<file path="src/rtl/fare_collect.sv">
// Coin-payment session controller: receives a three-beat fare frame from the
// button scanner, collects coins, then issues a ticket with change or refunds.
module fare_collect #(
    parameter int unsigned TIMEOUT_CYC = 1000,
    parameter int unsigned TW          = 16
) (
    input  logic       clk,
    input  logic       rst,
    input  logic       rdy_in,
    input  logic [7:0] data_in,
    input  logic       cmp_in,
    input  logic [3:0] coin,
    input  logic       cancel,
    output logic       busy,
    output logic [7:0] due,
    output logic [7:0] paid,
    output logic       ticket,
    output logic [7:0] ticket_dst,
    output logic       change_vld,
    output logic [7:0] change_val,
    output logic       refund,
    output logic       frame_err
);

    typedef enum logic [2:0] {
        S_IDLE,
        S_RX_FEE,
        S_RX_DST,
        S_RX_END,
        S_COLLECT,
        S_DISPENSE,
        S_REFUND
    } state_t;

    state_t        state_q, state_d;
    logic [7:0]    fee_q, fee_d;
    logic [7:0]    dst_q, dst_d;
    logic [7:0]    due_q, due_d;
    logic [7:0]    paid_q, paid_d;
    logic [7:0]    tdst_q, tdst_d;
    logic [TW-1:0] timer_q, timer_d;
    logic [7:0]    chg_val_q, chg_val_d;
    logic          chg_vld_q, chg_vld_d;
    logic          ticket_q, ticket_d;
    logic          refund_q, refund_d;
    logic          ferr_q, ferr_d;
    logic          busy_q, busy_d;

    logic [7:0]    coin_val;
    logic          coin_ok;
    logic [8:0]    sum9;
    logic [7:0]    paid_new;

    // Only a strictly one-hot coin carries credit.
    always_comb begin
        case (coin)
            4'b0001: coin_val = 8'd1;
            4'b0010: coin_val = 8'd2;
            4'b0100: coin_val = 8'd5;
            4'b1000: coin_val = 8'd10;
            default: coin_val = 8'd0;
        endcase
    end

    assign coin_ok  = (coin_val != 8'd0);
    assign sum9     = {1'b0, paid_q} + {1'b0, coin_val};
    assign paid_new = sum9[8] ? 8'hFF : sum9[7:0];

    always_comb begin
        state_d   = state_q;
        fee_d     = fee_q;
        dst_d     = dst_q;
        due_d     = due_q;
        paid_d    = paid_q;
        tdst_d    = tdst_q;
        timer_d   = timer_q;
        chg_val_d = chg_val_q;
        chg_vld_d = 1'b0;
        ticket_d  = 1'b0;
        refund_d  = 1'b0;
        ferr_d    = 1'b0;

        case (state_q)
            S_IDLE: begin
                if (rdy_in) state_d = S_RX_FEE;
            end
            S_RX_FEE: begin
                if (rdy_in) begin
                    fee_d   = data_in;
                    state_d = S_RX_DST;
                end else begin
                    ferr_d  = 1'b1;
                    state_d = S_IDLE;
                end
            end
            S_RX_DST: begin
                if (rdy_in) begin
                    dst_d   = data_in;
                    state_d = S_RX_END;
                end else begin
                    ferr_d  = 1'b1;
                    state_d = S_IDLE;
                end
            end
            S_RX_END: begin
                if (cmp_in) begin
                    if (fee_q == 8'd0) begin
                        ferr_d  = 1'b1;
                        state_d = S_IDLE;
                    end else begin
                        due_d   = fee_q;
                        tdst_d  = dst_q;
                        paid_d  = '0;
                        timer_d = '0;
                        state_d = S_COLLECT;
                    end
                end else if (!rdy_in) begin
                    ferr_d  = 1'b1;
                    state_d = S_IDLE;
                end
            end
            S_COLLECT: begin
                if (coin_ok) begin
                    paid_d  = paid_new;
                    timer_d = '0;
                end else begin
                    timer_d = timer_q + TW'(1);
                end
                // Cancel takes priority; a coin on the same edge is already in paid_d.
                if (cancel)
                    state_d = S_REFUND;
                else if (coin_ok && (paid_new >= due_q))
                    state_d = S_DISPENSE;
                else if (!coin_ok && (timer_q == TW'(TIMEOUT_CYC - 1)))
                    state_d = S_REFUND;
            end
            S_DISPENSE: begin
                ticket_d  = 1'b1;
                chg_val_d = paid_q - due_q;
                chg_vld_d = (paid_q != due_q);
                paid_d    = '0;
                due_d     = '0;
                state_d   = S_IDLE;
            end
            S_REFUND: begin
                refund_d  = 1'b1;
                chg_val_d = paid_q;
                chg_vld_d = (paid_q != 8'd0);
                paid_d    = '0;
                due_d     = '0;
                state_d   = S_IDLE;
            end
            default: state_d = S_IDLE;
        endcase

        busy_d = (state_d != S_IDLE);
    end

    always_ff @(posedge clk or posedge rst) begin
        if (rst) begin
            state_q   <= S_IDLE;
            fee_q     <= '0;
            dst_q     <= '0;
            due_q     <= '0;
            paid_q    <= '0;
            tdst_q    <= '0;
            timer_q   <= '0;
            chg_val_q <= '0;
            chg_vld_q <= 1'b0;
            ticket_q  <= 1'b0;
            refund_q  <= 1'b0;
            ferr_q    <= 1'b0;
            busy_q    <= 1'b0;
        end else begin
            state_q   <= state_d;
            fee_q     <= fee_d;
            dst_q     <= dst_d;
            due_q     <= due_d;
            paid_q    <= paid_d;
            tdst_q    <= tdst_d;
            timer_q   <= timer_d;
            chg_val_q <= chg_val_d;
            chg_vld_q <= chg_vld_d;
            ticket_q  <= ticket_d;
            refund_q  <= refund_d;
            ferr_q    <= ferr_d;
            busy_q    <= busy_d;
        end
    end

    assign busy       = busy_q;
    assign due        = due_q;
    assign paid       = paid_q;
    assign ticket     = ticket_q;
    assign ticket_dst = tdst_q;
    assign change_vld = chg_vld_q;
    assign change_val = chg_val_q;
    assign refund     = refund_q;
    assign frame_err  = ferr_q;

endmodule

</file>
<file path="config.mk">
export PLATFORM = sky130hd
export DESIGN_NAME = fare_collect
export DESIGN_NICKNAME = d
export VERILOG_FILES = /design/src/rtl/fare_collect.sv
export SDC_FILE = /design/constraint.sdc
export NUM_CORES = 1
export LEC_CHECK = 0
export ABC_AREA = 1
export BUFFER_PORTS_ARGS = -buffer_cell sky130_fd_sc_hd__buf_2
export CAP_MARGIN = 40
export CORE_ASPECT_RATIO = 0.8
export CORE_MARGIN = 1.5
export CORE_UTILIZATION = 63
export DETAILED_ROUTE_END_ITERATION = 8
export PLACE_DENSITY = 0.86
export SETUP_SLACK_MARGIN = 0.5
export SLEW_MARGIN = 15
export SYNTH_ARGS = -nofsm -noshare
export SYNTH_HDL_FRONTEND = slang
export SYNTH_SLANG_ARGS = --single-unit
</file>
<file path="constraint.sdc">
create_clock -name clk -period 4 [get_ports clk]
set_input_delay 1.2 -clock clk [delete_from_list [all_inputs] [get_ports clk]]
set_output_delay 1.2 -clock clk [all_outputs]
set_load 0.1 [all_outputs]
</file>
* Word-level counts from Yosys, hierarchy flattened
Cells that the tools add are included.
** Word-level totals
- Logic and storage cells :: 84
- Register bits :: 72
- Output and inout bits :: 37
** Cells by class
- Equality and inequality tests :: 15
- Reductions and logical operators :: 20
- Multiplexer cells :: 31
- Magnitude comparators :: 1
- Bitwise operators :: 1
- $add $sub $neg :: 3
** Operators by type and width (count)
- $mux 16 :: 3
- $mux 8 :: 6
- $pmux 16 s2 :: 1
- $pmux 8 s2 :: 2
- $pmux 8 s3 :: 1
- $mux 3 :: 7
- $add 16x1->16 const B :: 1
- $eq 16x10->1 const B :: 1
- $pmux 4 s4 :: 1
- $reduce_bool 8->1 :: 2
- $pmux 3 s5 :: 1
- $add 8x8->9 :: 1
- $eq 3x3->1 const B :: 3
- $reduce_and 3->1 :: 3
- $ge 8x8->1 :: 1
- $logic_not 8->1 :: 1
- $ne 8x8->1 :: 1
- $sub 8x8->8 :: 1
- $eq 3x2->1 const B :: 2
- $ne 2x2->1 const B :: 3
- $reduce_bool 2->1 :: 3
- $reduce_bool 3->1 :: 2
- $mux 1 :: 5
- $eq 4x1->1 const B :: 1
- other kinds (13) :: 18

* Depth between registers and ports, before layout
Gate-level depths: netlist of run 1.
- Depth after elaboration :: 10
- Depth in mapped cells :: 28
- Depth with buffers taken out :: 28

* Worst setup path after synthesis of run 1
OpenSTA, ideal clock, no wires.
- Path kind :: input-to-reg
- From :: in coin[1]
- To :: reg busy_q (netlist: busy)
- Data required time :: 3.882 ns
- Data arrival time :: 3.608 ns
- Path slack :: 0.274 ns
- Setup time :: 0.118 ns
- Cell stages on the path :: 25
- Cells stage by stage :: nor2_1 nand3_1 nand2_1 ha_1 inv_1 fa_1 nor2_1 o21ai_0 nand2_1 nand2_1 nor2_1 inv_1 nand3_1 ha_1 nand2_1 inv_1 nor2_1 o21a_1 nand2_1 nand2_1 nand2_1 nand2_1 nand2_1 nor2_1 nand2_1
** On the way
- Longest elaborated chain between the ends :: 10
- Elaborated cells between the ends (all ways) :: 17
** Ends and longest elaborated chain
- from (decl) :: line 12 : input logic [3:0] coin,
- $eq 4x4->1 (tied with other cells) :: line 56 : case (coin)
- $pmux 4 s4 (*) :: line 56
- $add 8x8->9 or $reduce_bool 8->1 (tied branches) :: line 66, 65
- $mux 8 or $logic_not 1->1 (tied branches) :: line 67, 134
- $ge 8x8->1 or $logic_and 1x1->1 (tied branches) :: line 132, 134
- $logic_and 1x1->1 or $mux 3 (tied branches) :: line 132, 134
- $mux 3 (*) :: line 132 : else if (coin_ok && (paid_new >= due_q))
- $mux 3 (*) :: line 130 : if (cancel)
- $pmux 3 s5 (*) :: line 83 : case (state_q)
- via state_d[0] :: line 35 : state_t state_q, state_d;
- $reduce_bool 3->1 (*) :: line 156 : busy_d = (state_d != S_IDLE);
- via busy_d :: line 47 : logic busy_q, busy_d;
- to (signal assigned) :: line 187 : busy_q <= busy_d;
- to (decl) :: line 47
Mark *: on every way through the listed nets, which the timed path passes. The rest lies on a longest branch.
A chain may end at the register's enable or synchronous reset.

* Worst setup path in the final report of run 1
Same ends and word-level chain as after synthesis.

==> results of run 1 <==
[power by group]
group          internal, mW  switching (mW)
Combinational         0.513            1.61
Clock                 0.314           0.304
Sequential            0.967           0.213
Total                  1.79            2.13
[state kept, by name (all words and copies together), names as in the netlist]
signal and count:
timer_q 16, change_val 8, dst_q 8, due 8, fee_q 8, paid 8
ticket_dst 8, state_q 3, busy 1, change_vld 1, frame_err 1, refund 1
ticket 1
[critical path, delay by kind of cell]
kind	cells	cell delay, ns
fa+ha+maj	3	0.77
compound gates	3	0.36
buf+inv	3	0.30
simple gates	16	1.35
[per-stage QoR]
| step | setup WS, ns | cells | total power, mW | TNS (ns) |
|---|---|---|---|---|
| 2_1_floorplan | 0.3867 | 532 | 2.788 | 0 |
| 3_3_place_gp | 0.1170 | 663 | 3.106 | 0 |
| 3_5_place_dp | -0.08224 | 663 | 3.177 | -0.09965 |
| 4_1_cts | 0.3881 | 687 | 3.835 | 0 |
| 5_1_grt | 0.08824 | 687 | 4.128 | 0 |
| 6_report | 0.2541 | 687 | 3.924 | 0 |
[final cells by class]
type,instances,area [sq um],area share
clock buffer,10,137.6,0.02753
tap,84,105.1,0.02102
timing repair buffer,64,390.4,0.07808
inverter,74,290.3,0.05806
multi-input combinational,377,2201,0.4402
sequential,72,1802,0.3604
clock inverter,6,73.82,0.01476
[routing by layer]
| layer | vias to the layer above | wire length [um] | GRT usage |
|---|---|---|---|
| met1 | 1855 | 4596 | 0.4194 |
| li1 | 1849 | - | - |
| met2 | 242 | 5381 | 0.5153 |
| met4 | 0 | 319 | 0.1128 |
| met5 | - | 0 | 0 |
| met3 | 46 | 979 | 0.08683 |
[kinds of logic after synthesis]
family,after synthesis,synth area share
compound gates,81,0.1153
xor+xnor,11,0.02330
fa+ha+maj,22,0.07020
buf+inv,83,0.08139
flops,72,0.4357
simple gates,263,0.2741
[what timing repair did]
item	CTS	global route
pin swaps	22	21
buffers inserted	8	0
resized for setup	20	26
endpoints found under the hold margin	0	0
setup endpoints to repair	3	3
[worst min path at each step]
stage	startpoint	to	slack, ns	cells after the start
CTS	change_val[4]$_DFFE_PP0P_	change_val[4]$_DFFE_PP0P_	0.49	2
floorplan	dst_q[0]$_DFFE_PP0P_	ticket_dst[0]$_DFFE_PP0P_	0.44	2
global placement	change_val[3]$_DFFE_PP0P_	change_val[3]$_DFFE_PP0P_	0.46	2
finish	change_val[6]$_DFFE_PP0P_	change_val[6]$_DFFE_PP0P_	0.48	2
detailed placement	dst_q[1]$_DFFE_PP0P_	ticket_dst[1]$_DFFE_PP0P_	0.46	2
global route	ticket_dst[6]$_DFFE_PP0P_	ticket_dst[6]$_DFFE_PP0P_	0.51	2
[synth_stat cells (2+ instances only)]
library cell  instances  area share
o21ai_0              47       0.057
nor3_1                7      0.0085
fa_1                  2      0.0097
nand2_4               2      0.0054
nand3_1              25       0.030
clkbuf_1              2      0.0018
o31ai_1               6       0.011
o22ai_1               2      0.0030
nor2_4                2      0.0054
inv_2                 3      0.0027
nor4_1                2      0.0030
nor2_1               33       0.030
a21oi_1              13       0.016
inv_1                70       0.064
nand3b_1              2      0.0036
ha_1                 20       0.061
buf_2                 4      0.0048
nand2_1             176        0.16
nand4_1              10       0.015
o21a_1                3      0.0054
buf_4                 2      0.0036
o32ai_1               3      0.0064
xnor2_1               3      0.0064
a22oi_1               2      0.0036
xor2_1                8       0.017
dfrtp_1              72        0.44
==> metrics.csv, run 1 <==
metric,value,unit
status,"complete, no violations",
Area after DPL,0.004539,sq mm
First-pass DRT Iterations,6,
Cells after Synth,532,
final core occ,0.7841,
Fin Hold WS,0.4830,ns
Final period util,0.9365,
"slowest stage delay, CP",0.36,ns
worst reg2reg setup slack,0.93,ns
vias in the first global route,3734,
filler cell count in the final layout,435,
Row Count,26,
worst endpoint required time,4.25,ns
final instance area,0.005000,sq mm
P&R area growth vs syn,20.91,%
first-pass GRT wire length,17230,um
Diodes inserted,0,
post-synthesis sequential area ratio,0.4357,
cts bufs inserted,9,
CP most frequent cell,nand2_1,
final setup violation count,0,
Max Slew Vio Count,0,
worst setup path startpoint,coin[1],
worst reg-to-reg path cell count,20,
CP max FO,6,
layout cells sized above 1,0.2172,
final WL,11280,um
Final nets,637,
CP arrival,3.99,ns
Die W,93.58,um
Iter 0 DRT Violations,433,
CP Capture Type,flip-flop,
detailed placement HPWL,7450,um
initial antenna violation count,0,
maximum VDD drop,661.0,uV
ys flop type,dfrtp_1,
Setup Skew,0.01286,ns
Clock H-tree levels,3,
Syn Nets,571,
yosys warns,0,
initial core utilization,0.6485,
clock-pin slew on the worst setup and hold paths,0.09,ns
worst reg2reg path endpoint,busy$_DFF_PP0_,
"flops & latches, synth",72,
cts hold-fix bufs,0,
Port-buffer cells,53,
worst r2r src,paid[1]$_DFFE_PP0P_,
Slowest cell on crit path,fa_2,
grt ovf,0,
Achievable Freq,0.2670,GHz
CTS tree,done,
leak pwr,2.689,nW
Tot GR Track Use,0.3179,
TritonCTS Sinks,72,
CP Launch Type,primary input,
Die Span Y,75.47,um
root buffer cell,clkbuf_8,
RSZ-0062 raised after global routing,yes,
max cap viols,0,
library cells used by synthesis,37,
worst hold path type,flip-flop to flip-flop,
crit path to,busy$_DFF_PP0_,
"commonest non-fill, non-tap cells in the layout","168 x nand2_1, 72 x dfrtp_1, 64 x inv_1, 50 x buf_2, 41 x o21ai_0",
die area,0.007062,sq mm
total number of vias,3992,
Relative slew margins,0.6317,
clock latency on the worst-skew pair,0.36,ns
wire per inst,16.41,um
worst setup path class,primary input to flip-flop,
drt via density,5.811,
pwr dens,784.9,mW/mm^2
worst slew pin tran,0.5511,ns
"Hold Vio Cnt, Final",0,
Clock Path Buffers,2,
DRT antenna net count,0,
I/O pins,54,
synthesized cell area,0.004135,sq mm
largest net degree at the start of global routing,73,
post-synthesis async set-or-reset flop share,1.000,
number of synthesized flops with an enable pin,0,
fin crit period,3.746,ns
Placer Congestion,0.9743,
Core Region,0.006376,sq mm
"most common cell after layout, fill and taps aside",nand2_1,
DRC errors left,0,
syn_area_per_cell,7.773,sq um
Power figures use the tool's default switching activity.
==> run 2, diff against run 1 <==
--- a/config.mk
+++ b/config.mk
@@ -6,13 +6,13 @@
 export NUM_CORES = 1
 export LEC_CHECK = 0
 export ABC_AREA = 1
-export BUFFER_PORTS_ARGS = -buffer_cell sky130_fd_sc_hd__buf_2
 export CAP_MARGIN = 40
 export CORE_ASPECT_RATIO = 0.8
 export CORE_MARGIN = 1.5
-export CORE_UTILIZATION = 63
+export CORE_UTILIZATION = 65
 export DETAILED_ROUTE_END_ITERATION = 8
-export PLACE_DENSITY = 0.86
+export DONT_BUFFER_PORTS = 1
+export PLACE_DENSITY = 0.81
 export SETUP_SLACK_MARGIN = 0.5
 export SLEW_MARGIN = 15
 export SYNTH_ARGS = -nofsm -noshare
==> constraint.sdc (replaced) <==
create_clock -name clk -period 4 [get_ports clk]
set_input_delay 1.2 -clock clk [delete_from_list [all_inputs] [get_ports clk]]
set_output_delay 1.2 -clock clk [all_outputs]
set_load 0.05 [all_outputs]
==> metrics.csv, run 2 (synthesized netlist as in run 1, its figures left out) <==
metric,value,unit
status,"complete, no violations",
First-pass DRT Iterations,5,
max cap viols,0,
die area,0.006852,sq mm
clock latency on the worst-skew pair,0.37,ns
max reg flops,16,
cts bufs inserted,9,
worst endpoint required time,4.31,ns
Area after DPL,0.004270,sq mm
Relative slew margins,0.5237,
CP Launch Type,primary input,
TNS Setup,0,ns
vias in the first global route,3368,
Achievable Freq,0.2748,GHz
final instance area,0.004647,sq mm
Die W,92.18,um
root buffer cell,clkbuf_8,
worst reg2reg setup slack,0.63,ns
Biggest register,timer_q,
first-pass GRT wire length,15730,um
initial antenna violation count,0,
initial core utilization,0.6850,
Clock Path Buffers,2,
CTS tree,done,
Final nets,583,
Core Region,0.006037,sq mm
leak pwr,2.390,nW
layout cells sized above 1,0.1293,
grt ovf,0,
Sw Ratio,0.5014,
I/O pins,54,
total number of vias,3668,
Int Pwr,1.613,mW
CP max FO,6,
CP Capture Type,flip-flop,
maximum VDD drop,498.8,uV
P_sw,1.623,mW
"commonest non-fill, non-tap cells in the layout","168 x nand2_1, 72 x dfrtp_1, 66 x inv_1, 43 x o21ai_0, 29 x nor2_1",
final setup violation count,0,
Max Slew Vio Count,0,
fin crit period,3.639,ns
"most common cell after layout, fill and taps aside",nand2_1,
worst slew pin tran,0.7134,ns
Die Span Y,74.34,um
Clk pwr share,0.171,
P&R area growth vs syn,12.38,%
TritonCTS Sinks,72,
DRT antenna net count,0,
Tot GR Track Use,0.3023,
detailed placement HPWL,7026,um
"Hold Vio Cnt, Final",0,
worst hold path type,flip-flop to flip-flop,
Port-buffer cells,0,
RSZ-0062 raised after global routing,yes,
combinational share of power,0.339,
Diodes inserted,0,
final core occ,0.7697,
CP arrival,3.95,ns
Reg power frac,0.490,
largest net degree at the start of global routing,41,
Clock H-tree levels,3,
Setup Skew,0.009209,ns
DRC errors left,0,
clock-pin slew on the worst setup and hold paths,0.08,ns
Placer Congestion,1.002,
pwr dens,696.4,mW/mm^2
worst setup path class,primary input to flip-flop,
wire per inst,16.06,um
Final period util,0.9097,
drt via density,5.822,
Row Count,25,
Iter 0 DRT Violations,307,
final WL,10120,um
==> run 2: changes by cell type in the layout (fill, tap and decap cells not counted), sizes merged <==
cell and change:
inv +1, clkinv -1, clkbuf -1, bufinv -1, buf -54, clkinvlp +2
==> run 2: metal layers <==
metal	share of wire	GRT usage	up-vias
met5	0	0	-
met4	0.029	0.1043	0
met3	0.080	0.07464	34
met2	0.45	0.4741	165
met1	0.44	0.4190	1721
li1	-	-	1748
==> run 2: power by group through the flow <==
stage	Sequential [mW]	Combinational, mW	Clock [mW]
after floorplan	1.54	0.816	0
after global placement	1.59	0.971	0
after detailed placement	1.60	1.00	0
after CTS	1.58	1.01	0.557
after global routing	1.62	1.25	0.585
final	1.59	1.10	0.553
==> run 2: layout make-up <==
| class | instances | area, sq um |
|---|---|---|
| inverters | 74 | 287.8 |
| flip-flops and latches | 72 | 1802 |
| clock inverters | 7 | 61.31 |
| fillers | 423 | 1390 |
| clock buffers | 9 | 123.9 |
| repair buffers | 10 | 91.34 |
| multi-input cells | 377 | 2180 |
| well taps | 81 | 101.3 |
==> run 2: what timing repair did <==
| item | 4_1_cts | 5_1_grt |
|---|---|---|
| resized for setup | 5 | 23 |
| hold buffers | 0 | 0 |
| endpoints found under the setup margin | 2 | 3 |
| pin swaps | 3 | 20 |
| setup buffers | 2 | 5 |
==> run 2: path summary, 6_finish.rpt <==
kind                                       from  cells past startpoint                   endpoint
max in group asynchronous                   rst                      2        paid[3]$_DFFE_PP0P_
hold reg to reg            dst_q[2]$_DFFE_PP0P_                      2  ticket_dst[2]$_DFFE_PP0P_
min in group asynchronous                   rst                      1  ticket_dst[1]$_DFFE_PP0P_
setup reg to reg            paid[0]$_DFFE_PP0P_                     24             busy$_DFF_PP0_
hold / removal             dst_q[2]$_DFFE_PP0P_                      2  ticket_dst[2]$_DFFE_PP0P_
setup / recovery                        coin[0]                     27             busy$_DFF_PP0_
==> run 2: per-stage QoR <==
step	power (mW)	cells	setup WS [ns]	hold slack, ns
floorplan	2.354	532	0.3936	0.4422
global placement	2.561	607	0.2227	0.4589
detailed placement	2.601	607	0.07161	0.4592
CTS	3.153	625	0.5037	0.4805
global route	3.452	630	0.1541	0.5038
finish	3.236	630	0.3612	0.4815
==> run 2: critical path, cell delays in order <==
cell and delay (ns):
nor2_4 0.10, nand3_2 0.09, nand2_2 0.10, ha_4 0.14, inv_2 0.04, fa_2 0.38, nor2_4 0.14, o21ai_2 0.08
nand2_2 0.11, nand2_2 0.09, nor2_4 0.17, clkinv_4 0.16, nand2_4 0.12, ha_4 0.21, nand2_2 0.06, nand3_2 0.07
nand2_1 0.06, nand2_1 0.06, nand2_1 0.06, nand2_1 0.07, nand2_2 0.06, nand2_1 0.05, nand2_1 0.07, nand2_1 0.06
nand2_1 0.10, nand2_2 0.05, nand2_1 0.07
